[config.mk]
export PLATFORM = sky130hd
export DESIGN_NAME = uart_tx_fifo
export DESIGN_NICKNAME = d
export VERILOG_FILES = /design/src/rtl/uart_tx_fifo.sv
export SDC_FILE = /design/constraint.sdc
export NUM_CORES = 1
export LEC_CHECK = 0
export BUFFER_PORTS_ARGS = -buffer_cell sky130_fd_sc_hd__clkbuf_2
export CAP_MARGIN = 25
export CELL_PAD_IN_SITES_DETAIL_PLACEMENT = 1
export CELL_PAD_IN_SITES_GLOBAL_PLACEMENT = 2
export CORE_MARGIN = 5
export CORE_UTILIZATION = 45
export DETAILED_ROUTE_END_ITERATION = 8
export GPL_TIMING_DRIVEN = 0
export HOLD_SLACK_MARGIN = 0.03
export PLACE_DENSITY_LB_ADDON = 0.1
export SLEW_MARGIN = 20
export SYNTH_ARGS = -nofsm -noshare
export SYNTH_HDL_FRONTEND = slang
export SYNTH_SLANG_ARGS = --single-unit
[constraint.sdc]
create_clock -name sysclk -period 3 [get_ports sysclk]
set_input_delay 0 -clock sysclk [delete_from_list [all_inputs] [get_ports sysclk]]
set_output_delay 0 -clock sysclk [all_outputs]
set_load 0.1 [all_outputs]
[src/rtl/uart_tx_fifo.sv]
// Byte FIFO in front of the UART sender: pops one byte per frame onto TX_DATA/TX_SEND, paced by TX_STATUS.
// Latency: push at N, TX_SEND after N+1. The write side never stalls; pushes to a full FIFO are dropped and flag overflow.
module uart_tx_fifo #(
    parameter int ADDR_W       = 4,
    parameter int BUSY_TIMEOUT = 1023
) (
    input  logic              sysclk,
    input  logic              reset,
    input  logic              wr_en,
    input  logic [7:0]        wr_data,
    input  logic              clr_err,
    output logic              full,
    output logic              empty,
    output logic [ADDR_W:0]   count,
    output logic              overflow,
    output logic              tx_timeout,
    output logic              busy,
    input  logic              TX_STATUS,
    output logic              TX_SEND,
    output logic [7:0]        TX_DATA
);
    localparam logic [ADDR_W:0] DEPTH = {1'b1, {ADDR_W{1'b0}}};
    localparam int TMR_W = (BUSY_TIMEOUT < 2) ? 1 : $clog2(BUSY_TIMEOUT + 1);

    typedef enum logic [1:0] {
        IDLE,
        WAIT_BUSY,
        WAIT_DONE
    } state_t;

    logic [7:0]        mem [2**ADDR_W];
    logic [ADDR_W-1:0] wr_ptr;
    logic [ADDR_W-1:0] rd_ptr;
    logic [ADDR_W:0]   count_nxt;
    logic              push_ok;
    logic              pop;
    logic              drop;

    state_t            state;
    state_t            state_nxt;
    logic [TMR_W-1:0]  tmr;
    logic [TMR_W-1:0]  tmr_nxt;
    logic              tx_send_nxt;
    logic [7:0]        tx_data_nxt;
    logic              timeout_evt;

    // A pop frees a slot in the same cycle, so a push into a full FIFO still lands.
    assign push_ok = wr_en && (!full || pop);
    assign drop    = wr_en && full && !pop;
    assign busy    = (state != IDLE);

    always_comb begin
        count_nxt = count;
        if (push_ok && !pop) begin
            count_nxt = count + 1'b1;
        end else if (pop && !push_ok) begin
            count_nxt = count - 1'b1;
        end
    end

    always_ff @(posedge sysclk) begin
        if (push_ok) begin
            mem[wr_ptr] <= wr_data;
        end
    end

    always_ff @(posedge sysclk) begin
        if (reset) begin
            wr_ptr <= '0;
            rd_ptr <= '0;
            count  <= '0;
            full   <= 1'b0;
            empty  <= 1'b1;
        end else begin
            if (push_ok) begin
                wr_ptr <= wr_ptr + 1'b1;
            end
            if (pop) begin
                rd_ptr <= rd_ptr + 1'b1;
            end
            count <= count_nxt;
            full  <= (count_nxt == DEPTH);
            empty <= (count_nxt == '0);
        end
    end

    always_comb begin
        state_nxt   = state;
        tmr_nxt     = tmr;
        tx_send_nxt = 1'b0;
        tx_data_nxt = TX_DATA;
        pop         = 1'b0;
        timeout_evt = 1'b0;
        case (state)
            IDLE: begin
                if (!empty && TX_STATUS) begin
                    pop         = 1'b1;
                    tx_data_nxt = mem[rd_ptr];
                    tx_send_nxt = 1'b1;
                    tmr_nxt     = '0;
                    state_nxt   = WAIT_BUSY;
                end
            end
            WAIT_BUSY: begin
                tmr_nxt = tmr + TMR_W'(1);
                if (!TX_STATUS) begin
                    state_nxt = WAIT_DONE;
                end else if (tmr == TMR_W'(BUSY_TIMEOUT)) begin
                    // Sender never started the frame; the byte is abandoned.
                    timeout_evt = 1'b1;
                    state_nxt   = IDLE;
                end
            end
            WAIT_DONE: begin
                if (TX_STATUS) begin
                    state_nxt = IDLE;
                end
            end
            default: begin
                state_nxt = IDLE;
            end
        endcase
    end

    always_ff @(posedge sysclk) begin
        if (reset) begin
            state      <= IDLE;
            tmr        <= '0;
            TX_SEND    <= 1'b0;
            TX_DATA    <= 8'h00;
            overflow   <= 1'b0;
            tx_timeout <= 1'b0;
        end else begin
            state   <= state_nxt;
            tmr     <= tmr_nxt;
            TX_SEND <= tx_send_nxt;
            TX_DATA <= tx_data_nxt;
            // Sticky flags: a new event outranks a clear in the same cycle.
            if (drop) begin
                overflow <= 1'b1;
            end else if (clr_err) begin
                overflow <= 1'b0;
            end
            if (timeout_evt) begin
                tx_timeout <= 1'b1;
            end else if (clr_err) begin
                tx_timeout <= 1'b0;
            end
        end
    end

endmodule

[Word-level counts from Yosys, hierarchy flattened]
Memories as Yosys holds them, arrays and structs flattened. A register that Yosys moved wholly into a read port is not among the register bits.
Cells that the tools add are included.
Storage, ports and cells
  register bits after elaboration: 30
  RAM bits: 128
  output and inout port bits: 19
  memories: 1
Memories
  mem: words 16, bits a word 8, read ports 1, clocked after Yosys merged registers in 1, wr ports 1, line 31  | logic [7:0] mem [2**ADDR_W];
Operators by class
  add/subtract/negate cells: 5
  equality and inequality tests: 7
  multiplexer cells: 19
  reduce and logical (&&, ||, !) cells: 20
Operators by type and width (count)
  $pmux W10 S2: 1
  $add A10 B1 Y10 const B: 1
  $eq A10 B10 Y1 const B: 1
  $mux W1: 10
  $mux W10: 1
  $mux W5: 2
  $add A4 B1 Y4 const B: 2
  $mux W2: 4
  $reduce_bool A2 Y1: 4
  $logic_and A1 B1 Y1: 6
  $pmux W2 S3: 1
  $add A5 B1 Y5 const B: 1
  $eq A5 B5 Y1 const B: 1
  $logic_not A5 Y1: 1
  $sub A5 B1 Y5 const B: 1
  $logic_not A1 Y1: 4
  $ne A2 B2 Y1 const B: 2
  $reduce_and A2 Y1: 2
  $ne A3 B3 Y1 const B: 1
  $reduce_and A3 Y1: 1
  $eq A2 B1 Y1 const B: 1
  $eq A2 B2 Y1 const B: 1
  $logic_not A2 Y1: 1
  $logic_or A1 B1 Y1: 1

[Logic depth before layout (Yosys ltp)]
  depth after elaboration: 11
  gate-level depth with buffers: 6
  mapped depth without buffers: 6

[Worst setup path before layout]
OpenSTA, ideal clock, no wires.
  path kind: reg-to-reg
  start point: reg empty
  end point: mem mem[0][0], enable pin
  library setup time: 383 ps
  data arrival time: 2396 ps
  setup slack: 221 ps
  stages on the path, launching flop included: 6
  period minus slack after synthesis: 2779 ps
  cells stage by stage: dfxtp_1 or4b_1 buf_2 a21boi_2 nand2_1 nor3_1
On the way
  cells in the longest elaborated chain, start to end: 8
Ends and longest elaborated chain
  start: declaration: line 13  | output logic empty,
  start signal: assignment: line 83  | empty <= (count_nxt == '0);
  $logic_not A1 Y1: line 96  | if (!empty && TX_STATUS) begin
  $logic_and A1 B1 Y1: line 96
  $mux W1: line 96
  $mux W1
  $logic_or A1 B1 Y1: line 48  | assign push_ok = wr_en && (!full || pop);
  $logic_and A1 B1 Y1: line 48
  $mux W1: line 62  | if (push_ok) begin
  $mux W1 (implied by the code): line 63  | mem[wr_ptr] <= wr_data;
  end: declaration: line 31
No other way between the ends.

[Worst setup path in the final report]
  start point: reg state[1]
  end point: mem mem[6][5], enable pin
On the way
  cells in the longest elaborated chain, start to end: 6
Ends and longest elaborated chain
  start: declaration: line 39  | state_t state;
  start signal: assignment: line 134  | state <= state_nxt;
  $logic_not A2 Y1: line 94  | case (state)
  $mux W1
  $logic_or A1 B1 Y1: line 48
  $logic_and A1 B1 Y1: line 48
  $mux W1: line 62
  $mux W1 (implied by the code): line 63
No other way between the ends.

==> results.md <==
- The number of filler cells placed in the layout is 1,341.
- For this run, design rule violations remaining after detail routing come to 0.
- Post-CTS timing repair inserted 0 buffers for setup.
- The power density normalized to cell area is 709 nW/um^2.
- Across the run, the number of max-cap violations was 0.
- The utilization of the core after routing is 53.7%.
- The routed design has 15.0 mm of wire.
- Sequential cells were found to cover 68.6% of the synthesized design area.
- The global-route wire length before repair is 24.1 mm.
- Sorting the synthesized cells by area gives the leading types as edfxtp_1 (57%), dfxtp_1 (11%), mux4_2 (11%).
- The maximum clock frequency is 373 MHz.
- The aggregate negative setup slack is 0 ns.
- The number of failing hold endpoints at the final stage came to 0.
- The first-pass iteration count of the detailed router is 4.
- The endpoint identified for the worst register-to-register timing path is mem[6][5].
- The final-report max-slew violation count is 0.
- After detailed placement, the design holds a cell count of 643.
- The worst hold path startpoint is reset.
- The clock latency reported for the late side of the worst-skew pair is 0.42 ns.
- The share of the synthesized area in the top cell type is 57.3%.
- The count of nets left with antenna violations once routing finished came out at 0.
- Across the VDD grid, the largest voltage drop is 0.528 mV.
- The kind of end point of the critical path is a flop.
- Among all flip-flop cells after synthesis, the most frequent one is edfxtp_1.
- The buffer depth of the longest clock path is 2.
- The root buffer cell is clkbuf_16.
- Along the worst path, the maximum fanout reaches 8.
- The data required time at the worst endpoint is 3.05 ns.
- The core region is 14,600 sq um.
- The worst hold path belongs to the class input pin to flop.
- The synthesized netlist contains 49 unique library cells.
- From bottom edge to top edge, the die measures 132 um.
- The net count reported at finish is 505.
- The number of vias per cell after detailed routing is 5.69.
- The tightest slew margin relative to the limit is 38.3%.
- The maximum number of pins on one net before global-route repair is 17.
- The number of global-route vias before repair is 4,199.
- The startpoint kind of the worst setup timing path is a flop.
- The area taken by multi-input logic gates is 1980 sq um.
- Summing internal, switching and leakage power gives 5.56 mW.
- Setup violations remaining at the end of the flow were counted as 0.
- The detailed-route via count is 3,874.
- Global routing used 18.1% of the available tracks.
- The flow ran to the end, and the final reports show no timing, DRC or antenna violations.
- The finished layout holds 681 standard cells, fillers aside.
- The synthesized design contains 166 register bits.
- The sum of overflow across all layers after global routing is 0.
- Across all register-to-register paths, the minimum setup slack is 0.32 ns.
- The number of cells on the worst reg-to-reg path is 5.
- In this run the critical register-to-register path is launched from state[1].
- In the final layout, flip-flops and latches occupy 4600 sq um.
- The number of buffers inserted during clock tree synthesis is 17.
- The die covers 17,500 sq um.
- Averaged over all synthesized cells, the footprint is 15.8 sq um.
- TritonCTS built the clock tree.
- Ranked by instance count, the synthesized netlist is headed by edfxtp_1 (128), dfxtp_1 (38), mux4_2 (32), nor2_1 (32), nand2_1 (24).
- Compared with the post-synthesis result, the final layout area differs by 16.7%.
- The number of clock sinks seen by CTS is 166.
- Yosys printed 0 warnings.
- For this run, asynchronously set or reset flops after synthesis account for 0%.
- STA puts the critical path data arrival time at 2.73 ns.
- The final cycle utilization of the critical path is 89.3%.
- The net count of the mapped netlist is 447.
- The H-tree generated during clock tree synthesis spans 4 levels.
- The setup clock skew after layout is 0.00898 ns.
- For the pin with the worst max-slew slack, the measured transition is 0.922 ns.
- The mean routed wirelength per cell is 22.0 um.
- Counting instances, the worst hold path has a depth of 2.
- After legalization and detailed placement, the total HPWL measured 10.0 mm.
- For this configuration, the core starts out at a cell density of 46.0%.
- Setup repair after global routing left no endpoint under its margin.
- At the end of routability-driven placement, the weighted congestion stood at 0.773.
- The row count is 44.
- The worst hold path terminates at tmr[4].
- The synthesized design spends more area on one cell type than any other, namely edfxtp_1.
- Counting flops with a built-in enable in the synthesized netlist gives 128.
- Counting I/O delays and the setup requirement, the final critical path takes 2.68 ns.
- The static leakage is 2.64 nW.
- The initial antenna violation count was 0.
- The antenna diode instance count is 0.
- The post-synthesis cell count is 426.
- The number of violations reported at the end of detailed-routing iteration 0 is 211.
- The leading cell type by number of instances after synthesis is edfxtp_1.
- The synthesized netlist occupies a cell area of 6710 sq um.
- The floorplan step set the die width to 132 um.
- The startpoint-to-endpoint class of the critical path is flop to flop.
- During placement, the flow inserted port buffers numbering 30.
- The top-level I/O count is 32.
- In the final layout, the share of cells above drive strength 1 is 23.3%.
- After clock tree synthesis, the clock-pin slew on the worst setup and hold paths is 0.07 ns.
- Post-CTS repair changed the size of 0 cells.
layer usage:
metal | vias up | global-route usage (%) | part of all wire (%)
met1 | 2019 | 23.1 | 43
li1 | 1779 | - | -
met4 | 0 | 5.37 | 1.1
met3 | 13 | 4.50 | 3.0
met5 | - | 0 | 0
met2 | 63 | 30.5 | 52
where the power goes:
group / leakage, nW / switching [mW] / internal [mW]
Clock: 0.310 / 0.939 / 1.42
Sequential: 1.47 / 0.0381 / 2.53
Combinational: 0.868 / 0.433 / 0.205
Total: 2.64 / 1.41 / 4.15
metrics by stage:
stage                     hold slack (ns)  setup WS [ns]  instance area (sq um)
final                              0.0285          0.320                   7840
after global routing               0.0402          0.144                   7840
after CTS                          0.0321          0.279                   7840
after detailed placement            0.259          0.294                   7130
after global placement              0.247        -0.0972                   7090
after floorplan                    0.0774          0.221                   6710
cells in the final DEF, fill, tap and decap left out, types with 5 or more instances in the layout:
cell and count:
a21oi_1 19, a22o_1 16, buf_2 6, clkbuf_1 14, clkbuf_16 17, clkbuf_2 30, dfxtp_1 38, dlygate4sd3_1 6
edfxtp_1 128, ha_1 8, inv_1 9, mux4_2 32, nand2_1 24, nand2b_1 5, nand3_1 7, nor2_1 32
nor3_2 5, o21ai_0 11, xor2_1 5
cell families after synthesis:
group                      synth area share, %
AOI/OAI and AO/OA                         7.07
muxes                                     11.4
and+or+nand+nor                           8.11
DFF                                       68.6
adders and majority gates                 1.49
buffers and inverters                     2.13
xor gates and xnor gates                  1.17
how the worst max path moves through the flow:
stage               startpoint  slack [ns]          to
floorplan                empty        0.22   mem[0][0]
detailed placement   rd_ptr[1]        0.29  TX_DATA[5]
global placement      state[1]        -0.1   mem[2][5]
CTS                  rd_ptr[1]        0.28  TX_DATA[5]
finish                state[1]        0.32   mem[6][5]
global route          state[1]        0.14   mem[5][1]
registers in the layout (all words and copies together), names as in the netlist:
register and count:
mem 128, tmr 10, TX_DATA 8, count 5
rd_ptr 4, wr_ptr 4, state 2, TX_SEND 1
empty 1, full 1, overflow 1, tx_timeout 1
critical path, stage by stage (launching register included):
cell      delay, ns
dfxtp_1        0.38
or4b_1         0.53
buf_2          0.18
a21boi_2       0.29
nand2_1        0.20
nor2_1         0.73
cell type report:
class | count | share of cell area (%)
Sequential cell | 166 | 58.8
Buffer | 25 | 1.39
Timing Repair Buffer | 39 | 2.97
Multi-Input combinational cell | 226 | 25.3
Clock buffer | 17 | 5.43
Inverter | 9 | 0.431
Tap cell | 184 | 2.94
Clock inverter | 15 | 2.75
timing repair:
item,in CTS,in global routing
setup endpoints to repair,0,0
hold endpoints to repair,60,0
hold buffers,6,0
No activity file was read; power rests on OpenSTA's default activity.
